--- src/rtl/stream_concat_pkg.sv ---
// Shared stream types for the concat and splitter blocks.
package stream_concat_pkg;

  // Concat input select: drain stream A first, then stream B.
  typedef enum logic {
    SEL_A = 1'b0,
    SEL_B = 1'b1
  } sel_state_t;

  localparam int STREAM_WIDTH = 32;

  // One stream beat: payload plus end-of-segment marker.
  typedef struct packed {
    logic [STREAM_WIDTH-1:0] data;
    logic                    last;
  } stream_word_t;

endpackage

--- src/rtl/stream_skid_buffer.sv ---
// Two-entry skid buffer / register slice. Ready depends only on local state,
// so there is no combinational path from out_ready to in_ready.
module stream_skid_buffer #(
  parameter int WIDTH = 33
) (
  input  logic             clk,
  input  logic             rst,
  input  logic [WIDTH-1:0] in_data,
  input  logic             in_valid,
  output logic             in_ready,
  output logic [WIDTH-1:0] out_data,
  output logic             out_valid,
  input  logic             out_ready
);

  logic [WIDTH-1:0] main_data;
  logic             main_valid;
  logic [WIDTH-1:0] skid_data;
  logic             skid_valid;
  logic             push;
  logic             drain;

  assign in_ready  = ~skid_valid;
  assign push      = in_valid & in_ready;
  assign drain     = main_valid & out_ready;
  assign out_data  = main_data;
  assign out_valid = main_valid;

  // Main/skid occupancy: refill main from skid first, else from the input.
  always_ff @(posedge clk or posedge rst) begin
    if (rst) begin
      main_data  <= '0;
      main_valid <= 1'b0;
      skid_data  <= '0;
      skid_valid <= 1'b0;
    end else if (drain) begin
      if (skid_valid) begin
        // in_ready is low while skid is occupied, so no push can coincide here
        main_data  <= skid_data;
        skid_valid <= 1'b0;
      end else begin
        main_valid <= push;
        if (push) main_data <= in_data;
      end
    end else if (push) begin
      if (!main_valid) begin
        main_data  <= in_data;
        main_valid <= 1'b1;
      end else begin
        skid_data  <= in_data;
        skid_valid <= 1'b1;
      end
    end
  end

endmodule

--- src/rtl/stream_concat.sv ---
// Concatenates stream A then stream B into one output stream, per matrix.
// Optional feature macro: STREAM_CONCAT_LEN_CHECK_EN enables the sticky
// stream-A length check on len_err; otherwise len_err is tied low.
module stream_concat
  import stream_concat_pkg::*;
#(
  parameter int WIDTH                    = 32,
  parameter int NUM_ELEMENTS_FIRST_INPUT = 55
) (
  input  logic             clk,
  input  logic             rst,
  output logic             ds_in_a_next_data,
  input  logic [WIDTH-1:0] ds_in_a,
  input  logic             ds_in_a_valid,
  input  logic             ds_in_a_last,
  output logic             ds_in_b_next_data,
  input  logic [WIDTH-1:0] ds_in_b,
  input  logic             ds_in_b_valid,
  input  logic             ds_in_b_last,
  input  logic             ds_out_next_data,
  output logic [WIDTH-1:0] ds_out,
  output logic             ds_out_valid,
  output logic             ds_out_last,
  output logic             len_err
);

  if (NUM_ELEMENTS_FIRST_INPUT < 1) begin : g_bad_len
    $error("stream_concat: NUM_ELEMENTS_FIRST_INPUT must be at least 1");
  end

  sel_state_t     state;
  sel_state_t     state_nxt;
  logic           buf_ready;
  logic           sel_valid;
  logic [WIDTH:0] sel_word;
  logic           a_xfer;
  logic           b_xfer;

  assign ds_in_a_next_data = (state == SEL_A) & buf_ready;
  assign ds_in_b_next_data = (state == SEL_B) & buf_ready;
  assign a_xfer            = ds_in_a_valid & ds_in_a_next_data;
  assign b_xfer            = ds_in_b_valid & ds_in_b_next_data;

  // A's last only steers the FSM; B's last marks the end of the merged matrix.
  assign sel_valid = (state == SEL_A) ? ds_in_a_valid : ds_in_b_valid;
  assign sel_word  = (state == SEL_A) ? {ds_in_a, 1'b0} : {ds_in_b, ds_in_b_last};

  // Select state register.
  always_ff @(posedge clk or posedge rst) begin
    if (rst) state <= SEL_A;
    else     state <= state_nxt;
  end

  // Switch segments on the transfer that carries the segment's last flag.
  always_comb begin
    state_nxt = state;
    case (state)
      SEL_A:   if (a_xfer && ds_in_a_last) state_nxt = SEL_B;
      SEL_B:   if (b_xfer && ds_in_b_last) state_nxt = SEL_A;
      default: state_nxt = SEL_A;
    endcase
  end

  stream_skid_buffer #(
    .WIDTH (WIDTH + 1)
  ) u_skid (
    .clk       (clk),
    .rst       (rst),
    .in_data   (sel_word),
    .in_valid  (sel_valid),
    .in_ready  (buf_ready),
    .out_data  ({ds_out, ds_out_last}),
    .out_valid (ds_out_valid),
    .out_ready (ds_out_next_data)
  );

`ifdef STREAM_CONCAT_LEN_CHECK_EN
  localparam int CNT_W = $clog2(NUM_ELEMENTS_FIRST_INPUT + 1);
  localparam logic [CNT_W-1:0] CNT_MAX  = CNT_W'(NUM_ELEMENTS_FIRST_INPUT);
  localparam logic [CNT_W-1:0] CNT_LAST = CNT_W'(NUM_ELEMENTS_FIRST_INPUT - 1);

  logic [CNT_W-1:0] a_cnt;
  logic             err_q;

  assign len_err = err_q;

  // Count A words per matrix (saturating) and latch any length mismatch.
  always_ff @(posedge clk or posedge rst) begin
    if (rst) begin
      a_cnt <= '0;
      err_q <= 1'b0;
    end else if (a_xfer) begin
      if (ds_in_a_last) begin
        a_cnt <= '0;
        if (a_cnt != CNT_LAST) err_q <= 1'b1;
      end else begin
        if (a_cnt != CNT_MAX)  a_cnt <= a_cnt + 1'b1;
        if (a_cnt == CNT_LAST) err_q <= 1'b1;
      end
    end
  end
`else
  assign len_err = 1'b0;
`endif

endmodule

--- config.mk ---
export PLATFORM = sky130hd
export DESIGN_NAME = stream_concat
export DESIGN_NICKNAME = d
export VERILOG_FILES = /design/src/rtl/stream_concat_pkg.sv /design/src/rtl/stream_skid_buffer.sv /design/src/rtl/stream_concat.sv
export SDC_FILE = /design/constraint.sdc
export NUM_CORES = 1
export LEC_CHECK = 0
export ABC_AREA = 1
export CAP_MARGIN = 20
export CORE_MARGIN = 5
export CORE_UTILIZATION = 48
export DETAILED_ROUTE_END_ITERATION = 10
export GPL_TIMING_DRIVEN = 0
export HOLD_SLACK_MARGIN = 0.1
export PLACE_DENSITY_LB_ADDON = 0.05
export SETUP_SLACK_MARGIN = 0.02
export SLEW_MARGIN = 25
export SYNTH_ARGS = -nofsm -noshare
export SYNTH_HDL_FRONTEND = slang
export SYNTH_SLANG_ARGS = --single-unit
--- constraint.sdc ---
create_clock -name clk -period 2.8 [get_ports clk]
set_clock_uncertainty 0.1 [all_clocks]
set_input_delay 0.42 -clock clk [delete_from_list [all_inputs] [get_ports clk]]
set_output_delay 0.42 -clock clk [all_outputs]
set_load 0.01 [all_outputs]
==> reports/qor.yml, run 1 <==
worst_setup_path:
  cp_common_cell: "buf_4"
  cp_slowest_cell: "clkdlybuf4s50_1"
  criticalPathCategory: "register to output pin"
  crit_fanout: 10
  slowest_delay_ps: 540
  startpoint_type: "register"
  worst_ep_required_time_ps: 2280
  path_buf_inv: 4
  crit_path_end_kind: "output pin"
  crit_arrival_ps: 1880
  path_cells: "buf_4, inv_1, buf_4, nor2_1, clkdlybuf4s50_1"
  crit_family: "buffers and inverters"
clock_tree:
  cts_buffers: 9
  clockBufferDepth: 2
  cts_tree: "built"
  cts_resized: 0
  clkSlewWorstSetupHoldPaths_ps: 70
  worstSkewPairLatency_ps: 350
  h-tree-depth: 3
  clock-sinks: 69
  root_buffer: "clkbuf_8"
  post_cts_buffers: 0
  ctsHoldBuffers: 0
global_route:
  gr-usage-met2_pct: 35.4
  use_met3_pct: 5.04
  grt_pass1_wl_um: 17100
  grt_max_degree: 49
  top_usage_layer: "met2"
  grt_pass1_vias: 3636
  grt_use_total_pct: 22.1
  grt_remaining_overflow: 0
  globalRouteMet1Util_pct: 29.1
  antenna_found_initial: 0
sta:
  setup_viol: 0
  period_share_pct: 85.6
  hold_viol_final: 0
  fin_crit_ps: 2400
  clock.fmax_mhz: 417
  drv_slew: 0
  setup_slack_ps: 403
  grt_setup_unrepaired: "no"
final_layout:
  final_cells: 744
  fin_util_pct: 69.5
  final_cell_mix: "nand2_1, clkdlybuf4s50_1, dfrtp_1"
  layout_commonest_cell: "nand2_1"
  nets: 711
  num_antenna_cells: 0
  drive_above_1_share_pct: 8.84
  fill_cells: 657
  syn_to_final_growth_pct: 39.7
drt:
  via_per_inst: 5.03
  num_vias: 3745
  wl_per_cell_um: 13.8
  wl_um: 10200
  drtPass1Iterations: 4
  remaining_drc_errors: 0
  drt_iter0_drc: 263
  ant_nets: 0
floorplan:
  ios: 108
  start_util_pct: 49.8
  die_area_sq_mm: 0.00940
  core_sq_mm: 0.00729
  die_h_um: 97.0
  rows: 31
  die_width_um: 97.0
power:
  switching_share_pct: 41.2
  p_sw_uw: 2180
  p_seq_share_pct: 32.0
  comb_power_share_pct: 50.6
  p_clk_share_pct: 17.4
  power_density_mw_per_mm2: 1040
  power.internal_uw: 3110
  p_leak_uw: 0.00275
  ir_worst_vdd_uv: 578
flow_run:
  maxCapViolCount: 0
logic_synthesis:
  syn-instance-count: 522
  synthDominantCellAreaShare_pct: 47.6
  synth.area.top_cells: "dfrtp_1, nand2_1, nand3_1"
  seq_area_frac_synth_pct: 47.6
  ys_seq_elements: 69
  yosysUniqueCellTypes: 18
  synth_warnings: 0
  syn_nets: 593
  syn_avg_cell_area_sq_um: 6.95
  yosys.area.top_type: "dfrtp_1"
  netlist_area_sq_mm: 0.00363
place:
  place.gp.congestion: 0.830
  io_buffers: 106
  placed_cells: 728
  dp_hpwl_um: 7340
  pre_cts_slack_ps: 678
worst_hold_path:
  hold_class: "input pin to asynchronous set/reset pin"
run_status:
  status: "finished clean"
## power by group through the flow
stage | Clock [uW] | Combinational (uW) | Sequential [uW]
4_1_cts | 933 | 2690 | 1690
5_1_grt | 971 | 3020 | 1730
2_1_floorplan | 0 | 1520 | 1770
6_report | 918 | 2670 | 1690
3_3_place_gp | 0 | 2620 | 1690
3_5_place_dp | 0 | 2680 | 1700
## synthesized netlist by cell type
cell type and count:
buf_2 16, buf_4 11, buf_6 1, clkbuf_1 5, conb_1 1, dfrtp_1 69, inv_1 3, inv_2 3
nand2_1 332, nand2_2 3, nand2_4 1, nand3_1 68, nand3_2 3, nand4_1 1, nor2_1 1, nor2_2 1
nor2_4 1, o21ai_0 2
## worst register-to-register path: cells and delay by family, from the launching register on
family	cells	cell delay (ps)
flops	1	360
buf+inv	3	630
simple gates	6	470
## final cells by class
type	count	area (sq um)	share of cell area, %
Sequential cell	69	1730	34.1
Multi-Input combinational cell	414	1690	33.3
Timing Repair Buffer	107	1090	21.5
Buffer	33	193	3.80
Clock buffer	12	155	3.06
Tap cell	99	124	2.44
Clock inverter	4	70.1	1.38
Inverter	6	25.0	0.494
## state kept, by name, indices dropped and copies added, names as in the netlist
register and flops:
u_skid.skid_valid 1, state 1, u_skid.out_data 33, u_skid.skid_data 33, u_skid.out_valid 1
## worst paths after layout
path | start | to | slack [ps] | cells after the start
setup / recovery | state$_DFF_PP0_ | ds_in_b_next_data | 400 | 5
hold / removal | rst | u_skid.out_data[19]$_DFFE_PP0P_ | 280 | 2
setup reg to reg | state$_DFF_PP0_ | u_skid.out_data[20]$_DFFE_PP0P_ | 1190 | 9
hold reg to reg | u_skid.skid_data[1]$_DFFE_PP0P_ | u_skid.skid_data[1]$_DFFE_PP0P_ | 380 | 2
max in group asynchronous | rst | u_skid.out_data[27]$_DFFE_PP0P_ | 1790 | 3
min in group clk | u_skid.skid_data[1]$_DFFE_PP0P_ | u_skid.skid_data[1]$_DFFE_PP0P_ | 380 | 2
## cells by family (layout without fill, tap and decap cells)
group	Yosys count	after routing	share of synthesized area (%)
buffers and inverters	39	162	5.93
AO/OA/AOI/OAI	2	2	0.276
AND/OR/NAND/NOR	411	411	46.1
flip-flops	69	69	47.6
other	1	1	0.103
## metal layers
| layer | vias up | wire length [um] |
|---|---|---|
| met4 | 0 | 189 |
| met1 | 1740 | 4500 |
| met5 | - | 0 |
| met2 | 143 | 4840 |
| li1 | 1846 | - |
| met3 | 16 | 712 |
## per-stage QoR
step / hold slack, ps / setup TNS [ps] / instance area (sq um) / total power, uW
final: 282 / 0 / 5070 / 5280
after global routing: 303 / 0 / 5070 / 5720
after CTS: 290 / 0 / 5070 / 5310
after detailed placement: 358 / 0 / 4840 / 4380
after global placement: 353 / -47610 / 4810 / 4300
after floorplan: 342 / 0 / 3630 / 3290
(Power assumes the default switching activity.)
==> run 2: changes to the inputs <==
--- a/config.mk
+++ b/config.mk
@@ -8,7 +8,8 @@
 export ABC_AREA = 1
 export CAP_MARGIN = 20
 export CORE_MARGIN = 5
-export CORE_UTILIZATION = 48
+export CORE_UTILIZATION = 50
+export CTS_BUF_LIST = sky130_fd_sc_hd__clkbuf_8
 export DETAILED_ROUTE_END_ITERATION = 10
 export GPL_TIMING_DRIVEN = 0
 export HOLD_SLACK_MARGIN = 0.1
@@ -17,4 +18,5 @@
 export SLEW_MARGIN = 25
 export SYNTH_ARGS = -nofsm -noshare
 export SYNTH_HDL_FRONTEND = slang
+export SYNTH_HIERARCHICAL = 1
 export SYNTH_SLANG_ARGS = --single-unit
==> run 2 against run 1 <==
Compared with the run above:
- first-iteration DRC count increased by 8.0%
- final cell count up 1.2%
- count of clock-buffer cells in the layout shrank 2
- setup slack improved by 210 ps
- combinational power increased by 10%
- sequential cell count did not move
- worst hold slack got worse by 74 ps
- critical path type unchanged
- largest cell class unchanged
==> reports/qor.yml, run 2 <==
clock_tree:
  clock-sinks: 69  # unchanged
  post_cts_buffers: 0  # unchanged
  cts_buffers: 9  # unchanged
  worstSkewPairLatency_ps: 340  # was 350 ps
  clockBufferDepth: 2  # unchanged
  cts_resized: 0  # unchanged
  cts_tree: "built"  # unchanged
  root_buffer: "clkbuf_8"  # unchanged
  ctsHoldBuffers: 0  # unchanged
  clkSlewWorstSetupHoldPaths_ps: 60  # was 70 ps
  h-tree-depth: 3  # unchanged
final_layout:
  final_cell_mix: "nand2_1, clkdlybuf4s50_1, dfrtp_1"  # unchanged
  layout_commonest_cell: "nand2_1"  # unchanged
  multi_input_area_sq_mm: 0.00166  # was 0.00169 sq mm
  fill_cells: 651  # was 657
  seq_area_sq_mm: 0.00173  # unchanged
  num_antenna_cells: 0  # unchanged
  syn_to_final_growth_pct: 35.8  # was 39.7%
  nets: 723  # was 711
  drive_above_1_share_pct: 8.41  # was 8.84%
  final_area_sq_mm: 0.00513  # was 0.00507 sq mm
drt:
  ant_nets: 0  # unchanged
  via_per_inst: 5.16  # was 5.03
  wl_per_cell_um: 13.9  # was 13.8 um
  drtPass1Iterations: 5  # was 4
  remaining_drc_errors: 0  # unchanged
  num_vias: 3884  # was 3745
  drt_iter0_drc: 284  # was 263
  wl_um: 10500  # was 10200 um
logic_synthesis:
  async_reset_ff_share_pct: 100  # unchanged
  ys_seq_elements: 69  # unchanged
  synthFlopType: "dfrtp_1"  # unchanged
  yosys.area.top_type: "dfrtp_1"  # unchanged
  syn_avg_cell_area_sq_um: 7.06  # was 6.95 sq um
  netlist_area_sq_mm: 0.00378  # was 0.00363 sq mm
  syn-instance-count: 535  # was 522
  synth_warnings: 6  # was 0
  yosysUniqueCellTypes: 17  # was 18
  synthDominantCellAreaShare_pct: 45.7  # was 47.6%
  synth_edf_count: 0  # unchanged
  syn_nets: 606  # was 593
  synthMostInstantiatedCell: "nand2_1"  # unchanged
  seq_area_frac_synth_pct: 45.7  # was 47.6%
  synth_commonest_cells: "nand2_1, dfrtp_1, inv_1"  # was nand2_1, dfrtp_1, nand3_1
  synth.area.top_cells: "dfrtp_1, nand2_1, nand4_1"  # was dfrtp_1, nand2_1, nand3_1
global_route:
  grt_use_total_pct: 22.8  # was 22.1%
  grt_remaining_overflow: 0  # unchanged
  antenna_found_initial: 0  # unchanged
  grt_pass1_wl_um: 17900  # was 17100 um
  grt_max_degree: 40  # was 49
  grt_pass1_vias: 3731  # was 3636
power:
  power_density_mw_per_mm2: 1030  # was 1040 mW/mm^2
  p_seq_share_pct: 31.9  # was 32.0%
  ir_worst_vdd_uv: 542  # was 578 uV
  comb_power_share_pct: 55.4  # was 50.6%
  p_sw_uw: 2310  # was 2180 uW
  switching_share_pct: 43.6  # was 41.2%
  power.internal_uw: 2990  # was 3110 uW
  p_clk_share_pct: 12.8  # was 17.4%
  finalPower_uw: 5300  # was 5280 uW
  p_leak_uw: 0.00274  # was 0.00275 uW
sta:
  hold_viol_final: 0  # unchanged
  drv_slew: 0  # unchanged
  grt_setup_unrepaired: "no"  # unchanged
  setup_viol: 0  # unchanged
  clock.fmax_mhz: 457  # was 417 MHz
  tightest_slew_ps: 510
  period_share_pct: 78.1  # was 85.6%
  fin_crit_ps: 2190  # was 2400 ps
  maxSlewHeadroom_pct: 66.0
place:
  dp_hpwl_um: 7660  # was 7340 um
  place.gp.congestion: 0.800  # was 0.830
  io_buffers: 105  # was 106
  placed_area_sq_mm: 0.00498  # was 0.00484 sq mm
worst_setup_path:
  startpoint_type: "register"  # unchanged
  reg2reg_depth: 8  # was 9
  crit_arrival_ps: 1670  # was 1880 ps
  cp-startpoint: "state$_DFF_PP0_"  # unchanged
  regToRegSetupSlack_ps: 940  # was 1190 ps
  r2r_end: "u_skid/out_data[20]$_DFFE_PP0P_"  # was u_skid.out_data[20]$_DFFE_PP0P_
  worst_ep_required_time_ps: 2280  # about the same
  crit_family: "buffers and inverters"  # unchanged
  r2r_start: "state$_DFF_PP0_"  # unchanged
  crit_path_end_kind: "output pin"  # unchanged
  crit_fanout: 10  # unchanged
  worst-path-stages: 5  # unchanged
  slowest_delay_ps: 530  # was 540 ps
  criticalPathCategory: "register to output pin"  # unchanged
  path_buf_inv: 4  # unchanged
  worstSetupEndpoint: "ds_in_b_next_data"  # unchanged
  cp_slowest_cell: "clkdlybuf4s50_1"  # unchanged
  path_cells: "buf_6, buf_2, nand2_1, inv_1, clkdlybuf4s50_1"  # was buf_4, inv_1, buf_4, nor2_1, clkdlybuf4s50_1
run_status:
  status: "finished clean"  # unchanged
floorplan:
  core_sq_mm: 0.00729  # unchanged
  die_width_um: 96.9  # was 97.0 um
  start_util_pct: 51.8  # was 49.8%
  rows: 31  # unchanged
  die_area_sq_mm: 0.00940  # about the same
  ios: 108  # unchanged
  die_h_um: 96.9  # was 97.0 um
flow_run:
  maxCapViolCount: 0  # unchanged
worst_hold_path:
  hold_class: "input pin to asynchronous set/reset pin"  # unchanged
[run 2: cell types whose count changed after synthesis, moves of 3 or more]
cell	before	now
nand4_1	1	33
o21ai_0	2	32
inv_1	3	39
nand2_1	332	274
nand3_1	68	36
clkbuf_1	5	9
nand3_2	3	0
buf_6	1	4
[run 2: per-stage QoR]
step	TNS [ps]	std cells	utilization (%)	hold WS [ps]	setup slack, ps
6_report	0	753	70.4	209	613
2_1_floorplan	0	535	-	48.7	568
3_3_place_gp	-44990	739	67.9	353	-664
4_1_cts	0	753	70.4	200	602
5_1_grt	0	753	70.4	206	482
3_5_place_dp	0	740	68.2	360	680
[run 2: worst min-delay path by stage]
stage                               startpoint                              end  slack, ps  cells after the start
2_1_floorplan                              rst                  state$_DFF_PP0_         50                      1
3_3_place_gp   u_skid/skid_data[1]$_DFFE_PP0P_  u_skid/skid_data[1]$_DFFE_PP0P_        350                      2
3_5_place_dp   u_skid/skid_data[1]$_DFFE_PP0P_  u_skid/skid_data[1]$_DFFE_PP0P_        360                      2
4_1_cts                                    rst                  state$_DFF_PP0_        200                      2
5_1_grt                                    rst                  state$_DFF_PP0_        210                      2
6_report                                   rst                  state$_DFF_PP0_        210                      2
[run 2: power groups by stage]
stage	combinational (uW)	sequential, uW	clock, uW
after floorplan	1710	1780	0
after global placement	2850	1690	0
after detailed placement	2920	1700	0
after CTS	2950	1690	693
after global routing	3280	1750	739
final	2940	1690	679
[run 2: layout make-up]
type	instances	share of cell area, %
Tap cell	99	2.41
Sequential cell	69	33.7
Clock buffer	10	2.68
Clock inverter	3	0.317
Multi-Input combinational cell	384	32.3
Inverter	43	3.20
Timing Repair Buffer	106	20.9
Buffer	39	4.56
[run 2: kinds of logic after synthesis]
group | after synthesis | synth area share [%]
compound gates | 34 | 4.80
flops | 69 | 45.7
buf+inv | 82 | 10.5
other cells | 1 | 0.0992
simple gates | 349 | 38.9
[run 2: metal layers]
metal	wire length, um	part of all wire (%)	up-vias	GRT usage, %
met5	0	0	-	0
met4	159	1.5	0	7.34
met3	699	6.7	14	4.68
met2	5000	48	154	35.9
met1	4640	44	1811	31.6
li1	-	-	1905	-
==> run 3: changes to the inputs <==
--- a/config.mk
+++ b/config.mk
@@ -8,7 +8,7 @@
 export ABC_AREA = 1
 export CAP_MARGIN = 20
 export CORE_MARGIN = 5
-export CORE_UTILIZATION = 50
+export CORE_UTILIZATION = 45
 export CTS_BUF_LIST = sky130_fd_sc_hd__clkbuf_8
 export DETAILED_ROUTE_END_ITERATION = 10
 export GPL_TIMING_DRIVEN = 0
==> constraint.sdc (replaced) <==
create_clock -name clk -period 1.8 [get_ports clk]
set_clock_uncertainty 0.1 [all_clocks]
set_input_delay 0.27 -clock clk [delete_from_list [all_inputs] [get_ports clk]]
set_output_delay 0.27 -clock clk [all_outputs]
set_load 0.01 [all_outputs]
==> run 3 against run 2 <==
Compared with the run above:
- sequential share of layout area shrank 0.80 points
- non-clock buffer count grew 8
- via count decreased by 2.2%
- register-to-register slack got worse by 800 ps
- clock power increased by 55%
- combinational power grew 61%
- die area is 9.9% higher
- global-route usage fell by 1.7 points
- count of clock-buffer cells in the layout did not move
- first-iteration DRC count down 35%
- sequential power up 56%
- final cell count is 1.9% higher
- largest power group unchanged
==> reports/qor.yml, run 3 (synthesis gave the netlist of run 2 again) <==
worst_setup_path:
  r2r_end: "u_skid/out_data[9]$_DFFE_PP0P_"  # was u_skid/out_data[20]$_DFFE_PP0P_
  worst_ep_required_time_ps: 1430  # was 2280 ps
  reg2reg_depth: 8  # unchanged
  criticalPathCategory: "register to output pin"  # unchanged
  crit_arrival_ps: 1300  # was 1670 ps
  regToRegSetupSlack_ps: 140  # was 940 ps
  cp-startpoint: "state$_DFF_PP0_"  # unchanged
  startpoint_type: "register"  # unchanged
  crit_path_end_kind: "output pin"  # unchanged
  r2r_start: "state$_DFF_PP0_"  # unchanged
  worstSetupEndpoint: "ds_in_b_next_data"  # unchanged
  crit_fanout: 10  # unchanged
power:
  power_density_mw_per_mm2: 1600  # was 1030 mW/mm^2
  p_clk_share_pct: 12.5  # was 12.8%
  ir_worst_vdd_uv: 746  # was 542 uV
  p_sw_uw: 3640  # was 2310 uW
  switching_share_pct: 43.2  # was 43.6%
  power.internal_uw: 4770  # was 2990 uW
  p_leak_uw: 0.00281  # was 0.00274 uW
  p_seq_share_pct: 31.3  # was 31.9%
  comb_power_share_pct: 56.2  # was 55.4%
global_route:
  grt_pass1_vias: 3673  # was 3731
  grt_use_total_pct: 21.1  # was 22.8%
  grt_max_degree: 27  # was 40
  grt_pass1_wl_um: 17300  # was 17900 um
  grt_remaining_overflow: 0  # unchanged
  antenna_found_initial: 0  # unchanged
drt:
  wl_per_cell_um: 13.8  # was 13.9 um
  num_vias: 3799  # was 3884
  drt_iter0_drc: 186  # was 284
  via_per_inst: 4.95  # was 5.16
  drtPass1Iterations: 5  # unchanged
  ant_nets: 0  # unchanged
  wl_um: 10600  # was 10500 um
  remaining_drc_errors: 0  # unchanged
worst_hold_path:
  hold_class: "input pin to register"  # was input pin to asynchronous set/reset pin
  hp-start: "ds_out_next_data"
clock_tree:
  worstSkewPairLatency_ps: 340  # about the same
  clockBufferDepth: 2  # unchanged
  cts_buffers: 9  # unchanged
  root_buffer: "clkbuf_8"  # unchanged
  clock-sinks: 69  # unchanged
  cts_tree: "built"  # unchanged
  h-tree-depth: 3  # unchanged
  clkSlewWorstSetupHoldPaths_ps: 70  # was 60 ps
sta:
  setup_viol: 0  # unchanged
  fin_crit_ps: 1670
  grt_setup_unrepaired: "no"  # unchanged
  period_share_pct: 92.7
  setup_slack_ps: 131  # was 613 ps
  clock.fmax_mhz: 599
  hold_viol_final: 0  # unchanged
  drv_slew: 0  # unchanged
floorplan:
  ios: 108  # unchanged
  die_h_um: 102  # was 96.9 um
  core_sq_mm: 0.00822  # was 0.00729 sq mm
  die_area_sq_mm: 0.0103  # was 0.00940 sq mm
  start_util_pct: 46.0  # was 51.8%
  die_width_um: 102  # was 96.9 um
  rows: 33  # was 31
final_layout:
  layout_commonest_cell: "nand2_1"  # unchanged
  final_cell_mix: "nand2_1, clkdlybuf4s50_1, dfrtp_1"  # unchanged
  drive_above_1_share_pct: 9.97  # was 8.41%
  final_cells: 767  # was 753
  syn_to_final_growth_pct: 39.1  # was 35.8%
  nets: 731  # was 723
  num_antenna_cells: 0  # unchanged
  fin_util_pct: 64.0  # was 70.4%
place:
  dp_hpwl_um: 7520  # was 7660 um
  placed_cells: 747  # was 740
  pre_cts_slack_ps: -154  # was 680 ps
  io_buffers: 105  # unchanged
  place.gp.congestion: 0.792  # was 0.800
run_status:
  status: "finished clean"  # unchanged
flow_run:
  maxCapViolCount: 0  # unchanged
-- run 3: critical path: stages, from the launching register on --
cell,delay (ps)
dfrtp_1,370
buf_6,130
buf_6,140
nand2_1,50
inv_1,40
clkdlybuf4s15_1,220
-- run 3: area by class of cell --
| type | instances | area (sq um) |
|---|---|---|
| fillers | 744 | 2960 |
| flip-flops and latches | 69 | 1730 |
| multi-input cells | 384 | 1670 |
| repair buffers | 114 | 1140 |
| plain buffers | 39 | 263 |
| inverters | 43 | 168 |
| clock buffers | 10 | 138 |
| well taps | 105 | 131 |
| clock inverters | 3 | 15.0 |
-- run 3: through the flow --
step | power (uW) | hold WS (ps) | area [sq um] | TNS, ps
after global placement | 7110 | 353 | 4960 | -20420
after global routing | 9140 | 272 | 5260 | 0
after floorplan | 5430 | -101 | 3780 | 0
after CTS | 8320 | 243 | 5180 | -1.24
after detailed placement | 7190 | 358 | 5000 | -6690
final | 8410 | 269 | 5260 | 0
-- run 3: how the worst min path moves through the flow --
stage                                       endpoint  slack (ps)  cells after the start
finish               u_skid/out_data[23]$_DFFE_PP0P_         270                      5
global route        u_skid/skid_data[10]$_DFFE_PP0P_         270                      4
CTS                     u_skid/out_valid$_DFFE_PP0P_         240                      4
detailed placement   u_skid/skid_data[6]$_DFFE_PP0P_         360                      2
global placement     u_skid/skid_data[1]$_DFFE_PP0P_         350                      2
floorplan                            state$_DFF_PP0_        -100                      1
-- run 3: power by group through the flow --
stage / combinational, uW / clock, uW / sequential (uW)
final: 4730 / 1050 / 2630
after detailed placement: 4550 / 0 / 2640
after CTS: 4630 / 1070 / 2620
after floorplan: 2660 / 0 / 2760
after global routing: 5300 / 1130 / 2710
after global placement: 4480 / 0 / 2630
-- run 3: repair_timing --
item,in CTS,in global routing
hold endpoints to repair,1,0
resized for setup,9,11
pin swaps,0,2
hold buffers,1,0
endpoints found under the setup margin,45,86
setup buffers,0,6
-- run 3: per-layer routing --
layer	track usage [%]	vias up	wire length, um
li1	-	1922	-
met1	29.2	1733	4550
met2	33.6	134	5080
met3	4.27	10	815
met4	6.54	0	121
met5	0	-	0
